`config.mk`:
```
export PLATFORM = sky130hd
export DESIGN_NAME = fifo_sync_param_flat
export DESIGN_NICKNAME = d
export VERILOG_FILES = /design/src/rtl/fifo_sync_param_if.sv /design/src/rtl/fifo_sync_param.sv /design/src/flat_wrapper.sv
export SDC_FILE = /design/constraint.sdc
export NUM_CORES = 1
export LEC_CHECK = 0
export ABC_AREA = 1
export BUFFER_PORTS_ARGS = -buffer_cell sky130_fd_sc_hd__buf_2
export CAP_MARGIN = 20
export CORE_ASPECT_RATIO = 1.4
export CORE_MARGIN = 5
export CORE_UTILIZATION = 54
export DETAILED_ROUTE_END_ITERATION = 10
export PLACE_DENSITY_LB_ADDON = 0.08
export SLEW_MARGIN = 10
export SYNTH_ARGS = -nofsm -noshare
export SYNTH_HDL_FRONTEND = slang
export SYNTH_SLANG_ARGS = --single-unit
```
`constraint.sdc`:
```
create_clock -name clk -period 2.7 [get_ports clk]
set_clock_uncertainty 0.2 [all_clocks]
set_input_delay 0.27 -clock clk [delete_from_list [all_inputs] [get_ports clk]]
set_output_delay 0.27 -clock clk [all_outputs]
set_load 0.01 [all_outputs]
```
`src/rtl/fifo_sync_param_if.sv`:
```
// ---------------------------------------------------------------------------
// fifo_sync_param_if
// Bundles the FIFO request and status signals.
//   master : drives push/wr_data/pop/flush and observes data and status
//            (the FIFO user).
//   slave  : the FIFO itself.
// Signals:
//   push, wr_data  write request and data
//   pop            read request
//   flush          synchronous clear
//   rd_data        read data
//   rd_valid       read data qualifier
//   full, empty, almost_full, almost_empty, count
//                  registered occupancy status
//   overflow       sticky: a push was dropped
//   underflow      sticky: a pop was ignored
// ---------------------------------------------------------------------------
interface fifo_sync_param_if #(
    parameter int WIDTH = 64,
    parameter int DEPTH = 8
);
    localparam int CW = $clog2(DEPTH + 1);

    logic             push;
    logic [WIDTH-1:0] wr_data;
    logic             pop;
    logic             flush;
    logic [WIDTH-1:0] rd_data;
    logic             rd_valid;
    logic             full;
    logic             empty;
    logic             almost_full;
    logic             almost_empty;
    logic [CW-1:0]    count;
    logic             overflow;
    logic             underflow;

    modport master (
        output push, wr_data, pop, flush,
        input  rd_data, rd_valid, full, empty, almost_full, almost_empty,
               count, overflow, underflow
    );

    modport slave (
        input  push, wr_data, pop, flush,
        output rd_data, rd_valid, full, empty, almost_full, almost_empty,
               count, overflow, underflow
    );
endinterface

```
`src/rtl/fifo_sync_param.sv`:
```
// ---------------------------------------------------------------------------
// fifo_sync_param
// Parametrised single-clock FIFO with a flop-array store, registered
// occupancy flags, sticky overflow/underflow, synchronous flush and an
// optional first-word-fall-through read port.
// Ports:
//   clk    rising-edge clock
//   reset  asynchronous active-low reset
//   bus    fifo_sync_param_if.slave (requests in, data/status out)
// Parameters:
//   WIDTH      data width
//   DEPTH      entries, power of 2, >= 2
//   AF_THRESH  almost_full when count >= AF_THRESH
//   AE_THRESH  almost_empty when count <= AE_THRESH
//   FWFT       0 = registered read, 1 = first-word fall-through
// ---------------------------------------------------------------------------
module fifo_sync_param #(
    parameter int WIDTH     = 64,
    parameter int DEPTH     = 8,
    parameter int AF_THRESH = DEPTH - 2,
    parameter int AE_THRESH = 2,
    parameter int FWFT      = 0
) (
    input logic              clk,
    input logic              reset,
    fifo_sync_param_if.slave bus
);
    localparam int AW = $clog2(DEPTH);
    localparam int CW = $clog2(DEPTH + 1);

    generate
        if (DEPTH < 2 || (DEPTH & (DEPTH - 1)) != 0) begin : g_bad_depth
            $error("fifo_sync_param: DEPTH must be a power of 2 and >= 2");
        end
        if (AF_THRESH < 1 || AF_THRESH > DEPTH - 1) begin : g_bad_af
            $error("fifo_sync_param: AF_THRESH must lie in 1..DEPTH-1");
        end
        if (AE_THRESH < 1 || AE_THRESH > DEPTH - 1) begin : g_bad_ae
            $error("fifo_sync_param: AE_THRESH must lie in 1..DEPTH-1");
        end
        if (WIDTH < 1) begin : g_bad_width
            $error("fifo_sync_param: WIDTH must be >= 1");
        end
    endgenerate

    // Reset asserts asynchronously; release is retimed to clk so all state
    // leaves reset on the same edge.
    logic [1:0] rst_sync;
    logic       rst_int_n;

    always_ff @(posedge clk or negedge reset) begin
        if (!reset) begin
            rst_sync <= 2'b00;
        end else begin
            rst_sync <= {rst_sync[0], 1'b1};
        end
    end

    assign rst_int_n = rst_sync[1];

    logic [WIDTH-1:0] mem [DEPTH];
    logic [AW:0]      wr_ptr;
    logic [AW:0]      rd_ptr;
    logic [AW:0]      wr_ptr_nxt;
    logic [AW:0]      rd_ptr_nxt;
    logic [AW-1:0]    wr_addr;
    logic [AW-1:0]    rd_addr;
    logic [CW-1:0]    count_q;
    logic [CW-1:0]    count_nxt;
    logic             full_q;
    logic             empty_q;
    logic             almost_full_q;
    logic             almost_empty_q;
    logic             overflow_q;
    logic             underflow_q;
    logic             full_nxt;
    logic             empty_nxt;
    logic             push_accept;
    logic             pop_accept;
    logic             push_drop;
    logic             pop_drop;

    assign wr_addr = wr_ptr[AW-1:0];
    assign rd_addr = rd_ptr[AW-1:0];

    // A full FIFO still takes a push when a pop frees a slot in the same
    // cycle; an empty FIFO never lets a pop through, so there is no bypass.
    assign pop_accept  = bus.pop && !empty_q && !bus.flush;
    assign push_accept = bus.push && (!full_q || pop_accept) && !bus.flush;
    assign push_drop   = bus.push && full_q && !pop_accept && !bus.flush;
    assign pop_drop    = bus.pop && empty_q && !bus.flush;

    always_comb begin
        wr_ptr_nxt = wr_ptr;
        rd_ptr_nxt = rd_ptr;
        count_nxt  = count_q;
        if (bus.flush) begin
            wr_ptr_nxt = '0;
            rd_ptr_nxt = '0;
            count_nxt  = '0;
        end else begin
            if (push_accept) begin
                wr_ptr_nxt = wr_ptr + 1'b1;
            end
            if (pop_accept) begin
                rd_ptr_nxt = rd_ptr + 1'b1;
            end
            count_nxt = count_q + {{(CW-1){1'b0}}, push_accept}
                                - {{(CW-1){1'b0}}, pop_accept};
        end
    end

    // Same address with differing wrap bits means the writer is a full lap
    // ahead of the reader.
    assign empty_nxt = (wr_ptr_nxt == rd_ptr_nxt);
    assign full_nxt  = (wr_ptr_nxt[AW] != rd_ptr_nxt[AW]) &&
                       (wr_ptr_nxt[AW-1:0] == rd_ptr_nxt[AW-1:0]);

    always_ff @(posedge clk or negedge rst_int_n) begin
        if (!rst_int_n) begin
            wr_ptr         <= '0;
            rd_ptr         <= '0;
            count_q        <= '0;
            full_q         <= 1'b0;
            empty_q        <= 1'b1;
            almost_full_q  <= 1'b0;
            almost_empty_q <= 1'b1;
            overflow_q     <= 1'b0;
            underflow_q    <= 1'b0;
        end else begin
            wr_ptr         <= wr_ptr_nxt;
            rd_ptr         <= rd_ptr_nxt;
            count_q        <= count_nxt;
            full_q         <= full_nxt;
            empty_q        <= empty_nxt;
            almost_full_q  <= (count_nxt >= CW'(AF_THRESH));
            almost_empty_q <= (count_nxt <= CW'(AE_THRESH));
            if (bus.flush) begin
                overflow_q  <= 1'b0;
                underflow_q <= 1'b0;
            end else begin
                if (push_drop) begin
                    overflow_q <= 1'b1;
                end
                if (pop_drop) begin
                    underflow_q <= 1'b1;
                end
            end
        end
    end

    // Storage is deliberately left out of reset.
    always_ff @(posedge clk) begin
        if (push_accept && rst_int_n) begin
            mem[wr_addr] <= bus.wr_data;
        end
    end

    generate
        if (FWFT != 0) begin : g_fwft
            assign bus.rd_data  = mem[rd_addr];
            assign bus.rd_valid = !empty_q;
        end else begin : g_std
            logic [WIDTH-1:0] rd_data_q;
            logic             rd_valid_q;

            always_ff @(posedge clk or negedge rst_int_n) begin
                if (!rst_int_n) begin
                    rd_data_q  <= '0;
                    rd_valid_q <= 1'b0;
                end else begin
                    rd_valid_q <= pop_accept;
                    if (pop_accept) begin
                        rd_data_q <= mem[rd_addr];
                    end
                end
            end

            assign bus.rd_data  = rd_data_q;
            assign bus.rd_valid = rd_valid_q;
        end
    endgenerate

    assign bus.count        = count_q;
    assign bus.full         = full_q;
    assign bus.empty        = empty_q;
    assign bus.almost_full  = almost_full_q;
    assign bus.almost_empty = almost_empty_q;
    assign bus.overflow     = overflow_q;
    assign bus.underflow    = underflow_q;

endmodule

```
`src/flat_wrapper.sv`:
```
// flat-port wrapper written by rule: the top's interface ports become plain ports
module fifo_sync_param_flat 
#(
    parameter int WIDTH     = 64,
    parameter int DEPTH     = 8,
    parameter int AF_THRESH = DEPTH - 2,
    parameter int AE_THRESH = 2,
    parameter int FWFT      = 0
)
  (clk, reset, bus_push, bus_wr_data, bus_pop, bus_flush, bus_rd_data, bus_rd_valid, bus_full, bus_empty, bus_almost_full, bus_almost_empty, bus_count, bus_overflow, bus_underflow);
  fifo_sync_param_if #(.WIDTH(WIDTH), .DEPTH(DEPTH)) bus_i ();
  input logic clk;
  input logic reset;
  input wire logic [$bits(bus_i.push)-1:0] bus_push;
  input wire logic [$bits(bus_i.wr_data)-1:0] bus_wr_data;
  input wire logic [$bits(bus_i.pop)-1:0] bus_pop;
  input wire logic [$bits(bus_i.flush)-1:0] bus_flush;
  output wire logic [$bits(bus_i.rd_data)-1:0] bus_rd_data;
  output wire logic [$bits(bus_i.rd_valid)-1:0] bus_rd_valid;
  output wire logic [$bits(bus_i.full)-1:0] bus_full;
  output wire logic [$bits(bus_i.empty)-1:0] bus_empty;
  output wire logic [$bits(bus_i.almost_full)-1:0] bus_almost_full;
  output wire logic [$bits(bus_i.almost_empty)-1:0] bus_almost_empty;
  output wire logic [$bits(bus_i.count)-1:0] bus_count;
  output wire logic [$bits(bus_i.overflow)-1:0] bus_overflow;
  output wire logic [$bits(bus_i.underflow)-1:0] bus_underflow;
  assign bus_i.push = bus_push;
  assign bus_i.wr_data = bus_wr_data;
  assign bus_i.pop = bus_pop;
  assign bus_i.flush = bus_flush;
  assign bus_rd_data = bus_i.rd_data;
  assign bus_rd_valid = bus_i.rd_valid;
  assign bus_full = bus_i.full;
  assign bus_empty = bus_i.empty;
  assign bus_almost_full = bus_i.almost_full;
  assign bus_almost_empty = bus_i.almost_empty;
  assign bus_count = bus_i.count;
  assign bus_overflow = bus_i.overflow;
  assign bus_underflow = bus_i.underflow;
  fifo_sync_param #(.WIDTH(WIDTH), .DEPTH(DEPTH), .AF_THRESH(AF_THRESH), .AE_THRESH(AE_THRESH), .FWFT(FWFT)) u_core (.clk(clk), .reset(reset), .bus(bus_i));
endmodule
```
After elaboration in Yosys (flattened, before gate mapping)
Memory sizes are Yosys's and may differ from the RTL's. A register that Yosys moved wholly into a read port is not among the register bits.
Index checks and enable logic that the tools add are counted.
W data, S select, Z words.
- flip-flop bits (word level): 21
- output and inout port bits: 75
- memory bits (writable): 512
- memories kept: 1
- memory bits (read-only): 0
- word-level logic and storage cells: 51
- bits in latches: 0
- memories (name ; words ; width ; read ports ; clocked after memory_dff ; wr ports ; line ; source):
    u_core.mem ; 8 ; 64 ; 1 ; 1 ; 1 ; fifo_sync_param.sv:61 ; logic [WIDTH-1:0] mem [DEPTH];
- shift-type cells: 0
- reductions and logical operators: 19
- multipliers: 0
- bitwise gates (word level): 0
- add/sub/neg operators: 4
- order comparisons: 2
- multiplexer cells: 11
- div/mod/pow operators: 0
- equal/unequal tests: 3
- operators by type and width (operator ; number):
    $mux W4 ; 5
    $logic_and A1 B1 Y1 ; 11
    $add A4 B1 Y4 const B ; 2
    $mux W1 ; 6
    $logic_not A1 Y1 ; 5
    $add A4 B1 Y4 ; 1
    $eq A4 B4 Y1 ; 1
    $ge A4 B3 Y1 const B ; 1
    $le A4 B2 Y1 const B ; 1
    $reduce_bool A2 Y1 ; 2
    $sub A4 B1 Y4 ; 1
    $eq A3 B3 Y1 ; 1
    $logic_or A1 B1 Y1 ; 1
    $ne A1 B1 Y1 ; 1

Longest topological paths before layout
- word-level depth: 10
- mapped depth: 14
- mapped depth without buffers: 13

Least setup slack after synthesis
No wires, ideal clock.
- path kind: reg-to-reg
- start: register u_core.rst_sync[1]
- end: memory u_core.mem[6][0] (enable)
- clock period less this slack: 9632 ps
- data arrival time: 8787 ps
- stages on the path, launching flop included: 3
- path buffers: 0
- setup slack: -6932 ps
- cells stage by stage: dfrtp_1 nand2_1 nor4_1
- word-level cells in the longest chain between the ends: 3
- ends and longest elaborated chain (item ; line ; source):
    from (decl) ; fifo_sync_param.sv:48 ; logic [1:0] rst_sync;
    from (signal assigned) ; fifo_sync_param.sv:55 ; rst_sync <= {rst_sync[0], 1'b1};
    $logic_and A1 B1 Y1 ; fifo_sync_param.sv:154 ; if (push_accept && rst_int_n) begin
    $mux W1 ; fifo_sync_param.sv:154 ;
    $mux W1 (implied by the code) ; fifo_sync_param.sv:155 ; mem[wr_addr] <= bus.wr_data;
    to (decl) ; fifo_sync_param.sv:61 ;
Every way passes these cells.

Worst setup path after layout
- start: register u_core.empty_q (netlist: u_core.bus.empty)
- end: register u_core.almost_empty_q (netlist: u_core.bus.almost_empty)
- word-level cells in the longest chain between the ends: 10
- ends and longest elaborated chain (item ; line ; source):
    from (decl) ; fifo_sync_param.sv:71 ; logic empty_q;
    from (signal assigned) ; fifo_sync_param.sv:135 ; empty_q <= empty_nxt;
    $logic_not A1 Y1 (*) ; fifo_sync_param.sv:88 ; assign pop_accept = bus.pop && !empty_q && !bus.flush;
    $logic_and A1 B1 Y1 (*) (2 in a row) ; fifo_sync_param.sv:88 ;
    $logic_or A1 B1 Y1 ; fifo_sync_param.sv:89 ; assign push_accept = bus.push && (!full_q || pop_accept) && !bus.flush;
    $logic_and A1 B1 Y1 (2 in a row) ; fifo_sync_param.sv:89 ;
    $add A4 B1 Y4 ; fifo_sync_param.sv:108 ; count_nxt = count_q + {{(CW-1){1'b0}}, push_accept}
    $sub A4 B1 Y4 (*) ; fifo_sync_param.sv:109 ; - {{(CW-1){1'b0}}, pop_accept};
    $mux W4 (*) ; fifo_sync_param.sv:97 ; if (bus.flush) begin
    net u_core.count_nxt[2] ; fifo_sync_param.sv:69 ; logic [CW-1:0] count_nxt;
    $le A4 B2 Y1 (*) ; fifo_sync_param.sv:137 ; almost_empty_q <= (count_nxt <= CW'(AE_THRESH));
    to (signal assigned) ; fifo_sync_param.sv:137 ;
    to (decl) ; fifo_sync_param.sv:73 ; logic almost_empty_q;
The timed path passes the listed nets; every way through them passes the cells marked *.
A chain may end at the register's enable or synchronous reset.

==> flow_summary.ini <==
[floorplan]
initial_core_util = 0.542
core_area_um2 = 42900
ioPinCount = 144
die_h_um = 256
placementRows = 90
dieArea_um2 = 47400
die_width_um = 185

[cts]
cts_tree = yes
cts.sink_count = 597
clkTransAtPathRegs_ns = 0.06
htreeDepth = 2
clk_latency_ns = 0.58
cts_setup_buffers = 0
cts_buffers = 55
clockBufferDepth = 3
root_buffer = clkbuf_16

[critical_path]
reg2reg_to = u_core.bus.almost_empty
endpoint = u_core.bus.almost_empty
path_max_fanout = 3
timing.rr.start = u_core.bus.empty
cp-startpoint = u_core.bus.empty
cp-end-kind = register
startpoint_type = register
reg2reg_slack_ns = 0.30
path_class = reg -> reg
cp_slowest_cell = dfstp_2
rr_worst_depth = 13
cpPeakStageDelay_ns = 0.53
path_cells = inv_1, nand3_4, clkinv_2, ha_1, inv_1, ha_1, fa_1, nand2_1, nand2_1, nor2_1, a21oi_1, nand2_1, inv_1
critPathRequiredTime_ns = 3.01
crit_arrival_ns = 2.71

[route]
totalWireLength_um = 53500
dr.pass1.iters = 5
dr_total_vias = 14600
wl_per_cell_um = 20.1
drtIter0Drc = 1120
ant_nets = 0
drc = 0
via_per_inst = 5.50

[timing]
fin_crit_ns = 2.40
final_hold_viol_count = 0
rsz0062_at_grt = no
worst_pin_slew_ns = 0.975
period_share = 0.887
fmax_mhz = 417
setup_tns_ns = 0
relSlewSlack = 0.350
drv_slew = 0
finalSetupViolCount = 0

[synth]
yosys-top-cells-area = edfxtp_1 66%, dfrtp_1 8.9%, nand2_1 6.9%, nor2_1 4.3%, o2111ai_1 2.4%
yosysWarningCount = 0
syn_avg_cell_area_um2 = 12.6
yosysMostFrequentCell = edfxtp_1
synth_edf_count = 512
synth_ff_type = edfxtp_1
synth_top_area_cell = edfxtp_1
yosysTopAreaCellShare = 0.661
ys_seq_area_frac = 0.752
postSynthCellCount = 1852
yosys_register_bits = 597
netlist_top_cells_count = 512 x edfxtp_1, 426 x nand2_1, 265 x nor2_1
syn-cell-area_um2 = 23300
async_reset_ff_frac = 0.142
synthesis.nets = 1928
yosysUniqueCellTypes = 33

[pwr]
combPwrFrac = 0.130
seqPwrFrac = 0.515
power_switching_share = 0.252
ir_drop_mv = 0.601
p_int_mw = 15.9
p_clk_frac = 0.355
p_leak_nw = 10.1
switchingPower_mw = 5.35
power_density_nw_per_um2 = 777

[placed_design]
dpl.hpwl_um = 29000
dp.cells = 2488
gp_congestion = 0.781
numPortBuffers = 143

[min_path]
hold_path_class = in -> reg
whs_path_depth = 6

[cells_and_area]
multiInputGateArea_um2 = 5030
instances_no_fill = 2661
nNetsFinal = 2137
synthToLayoutAreaGrowth_pct = 17.5
nFillCells = 3231
final_util = 0.637
regArea_um2 = 17500
drive_gt1_frac = 0.140

[grt]
grt_max_degree = 160
track_usage = 0.226
antenna_found_initial = 3
overflow = 0
grt_pass1_wl_um = 84000
grt_pass1_vias = 14800

[job]
cap_violations = 0

[status]
outcome = complete, no violations
[per-stage QoR]
stage	hold slack, ns	setup slack [ns]	cell area [um^2]	power [mW]
final	0.0746	0.304	27300	21.3
after global routing	0.0891	0.0985	27300	22.2
after CTS	0.0499	0.288	27300	21.5
after detailed placement	-0.133	0.291	24900	13.9
after global placement	-0.137	0.323	24900	13.8
after floorplan	-0.226	-1.32	23400	12.7
[worst min-delay path by stage]
stage,slack (ns),startpoint,endpoint
finish,0.07,bus_push,u_core.wr_ptr[1]
global route,0.09,bus_push,u_core.wr_ptr[1]
CTS,0.05,bus_push,u_core.wr_ptr[1]
detailed placement,-0.13,reset,u_core.rst_sync[0]
global placement,-0.14,reset,u_core.rst_sync[0]
floorplan,-0.23,reset,u_core.rst_sync[0]
[cell families after synthesis]
kind of cell             share of synthesized area
buffers and inverters                       0.0365
flip-flops                                   0.752
other                                     0.000161
AO/OA/AOI/OAI                               0.0739
XOR/XNOR                                   0.00113
AND/OR/NAND/NOR                              0.132
adder cells (fa/ha/maj)                    0.00409
[cell type report]
class | count | share of cell area
diodes | 3 | 0.000275
clock buffers | 75 | 0.0549
clock inverters | 27 | 0.00874
inverters | 94 | 0.0132
multi-input cells | 1056 | 0.184
flip-flops and latches | 597 | 0.640
well taps | 552 | 0.0253
repair buffers | 257 | 0.0733
[critical path: cells and delay by family (launching register included)]
family / cells / cell delay (ns)
compound gates: 1 / 0.07
flops: 1 / 0.53
simple gates: 5 / 0.46
buf+inv: 4 / 0.22
fa+ha+maj: 3 / 0.87
[state kept, by name, indices dropped and copies added, names as in the netlist]
register and cells:
u_core.bus.almost_empty 1, u_core.bus.underflow 1, u_core.rd_ptr 4, u_core.bus.count 4, u_core.bus.almost_full 1, u_core.bus.rd_valid 1
u_core.rst_sync 2, u_core.bus.full 1, u_core.bus.empty 1, u_core.wr_ptr 4, u_core.bus.overflow 1, u_core.bus.rd_data 64
u_core.mem 512
[routing by layer]
| layer | up-vias | track usage | wire length (um) |
|---|---|---|---|
| li1 | 6932 | - | - |
| met1 | 7230 | 0.290 | 21100 |
| met2 | 405 | 0.406 | 28500 |
| met3 | 77 | 0.0296 | 2820 |
| met4 | 0 | 0.0553 | 1070 |
| met5 | - | 0 | 0 |
[power by group through the flow]
stage               clock [mW]  combinational [mW]  sequential [mW]
floorplan                    0                1.34             11.3
global placement             0                2.70             11.1
detailed placement           0                2.74             11.1
CTS                       7.69                2.82             11.0
global route              8.06                3.11             11.0
finish                    7.55                2.76             10.9
[what timing repair did]
action	in CTS	in global routing
gates resized for setup	0	0
setup endpoints to repair	0	0
hold buffers	68	0
hold endpoints to repair	521	0
[layout by cell type, fill, tap and decap left out, types with 2 or more instances in the layout]
master and count:
nand2_1 425, clkinv_1 6, o2111ai_1 63, nor3_4 6
diode_2 3, nor2_1 264, buf_12 21, inv_1 88
clkinvlp_4 3, clkbuf_1 15, clkinv_2 16, nor2_4 2
inv_6 2, clkbuf_8 5, inv_2 2, ha_1 6
dlygate4sd3_1 68, o211ai_1 63, buf_2 143, edfxtp_1 512
nand3_1 77, o21ai_0 101, bufinv_16 4, nand4_1 2
dfstp_2 2, dfrtp_4 3, xor2_1 2, clkbuf_16 55
buf_4 25, dfrtp_1 80, a21oi_1 3, o21ai_1 31
Power figures use the tool's default switching activity.
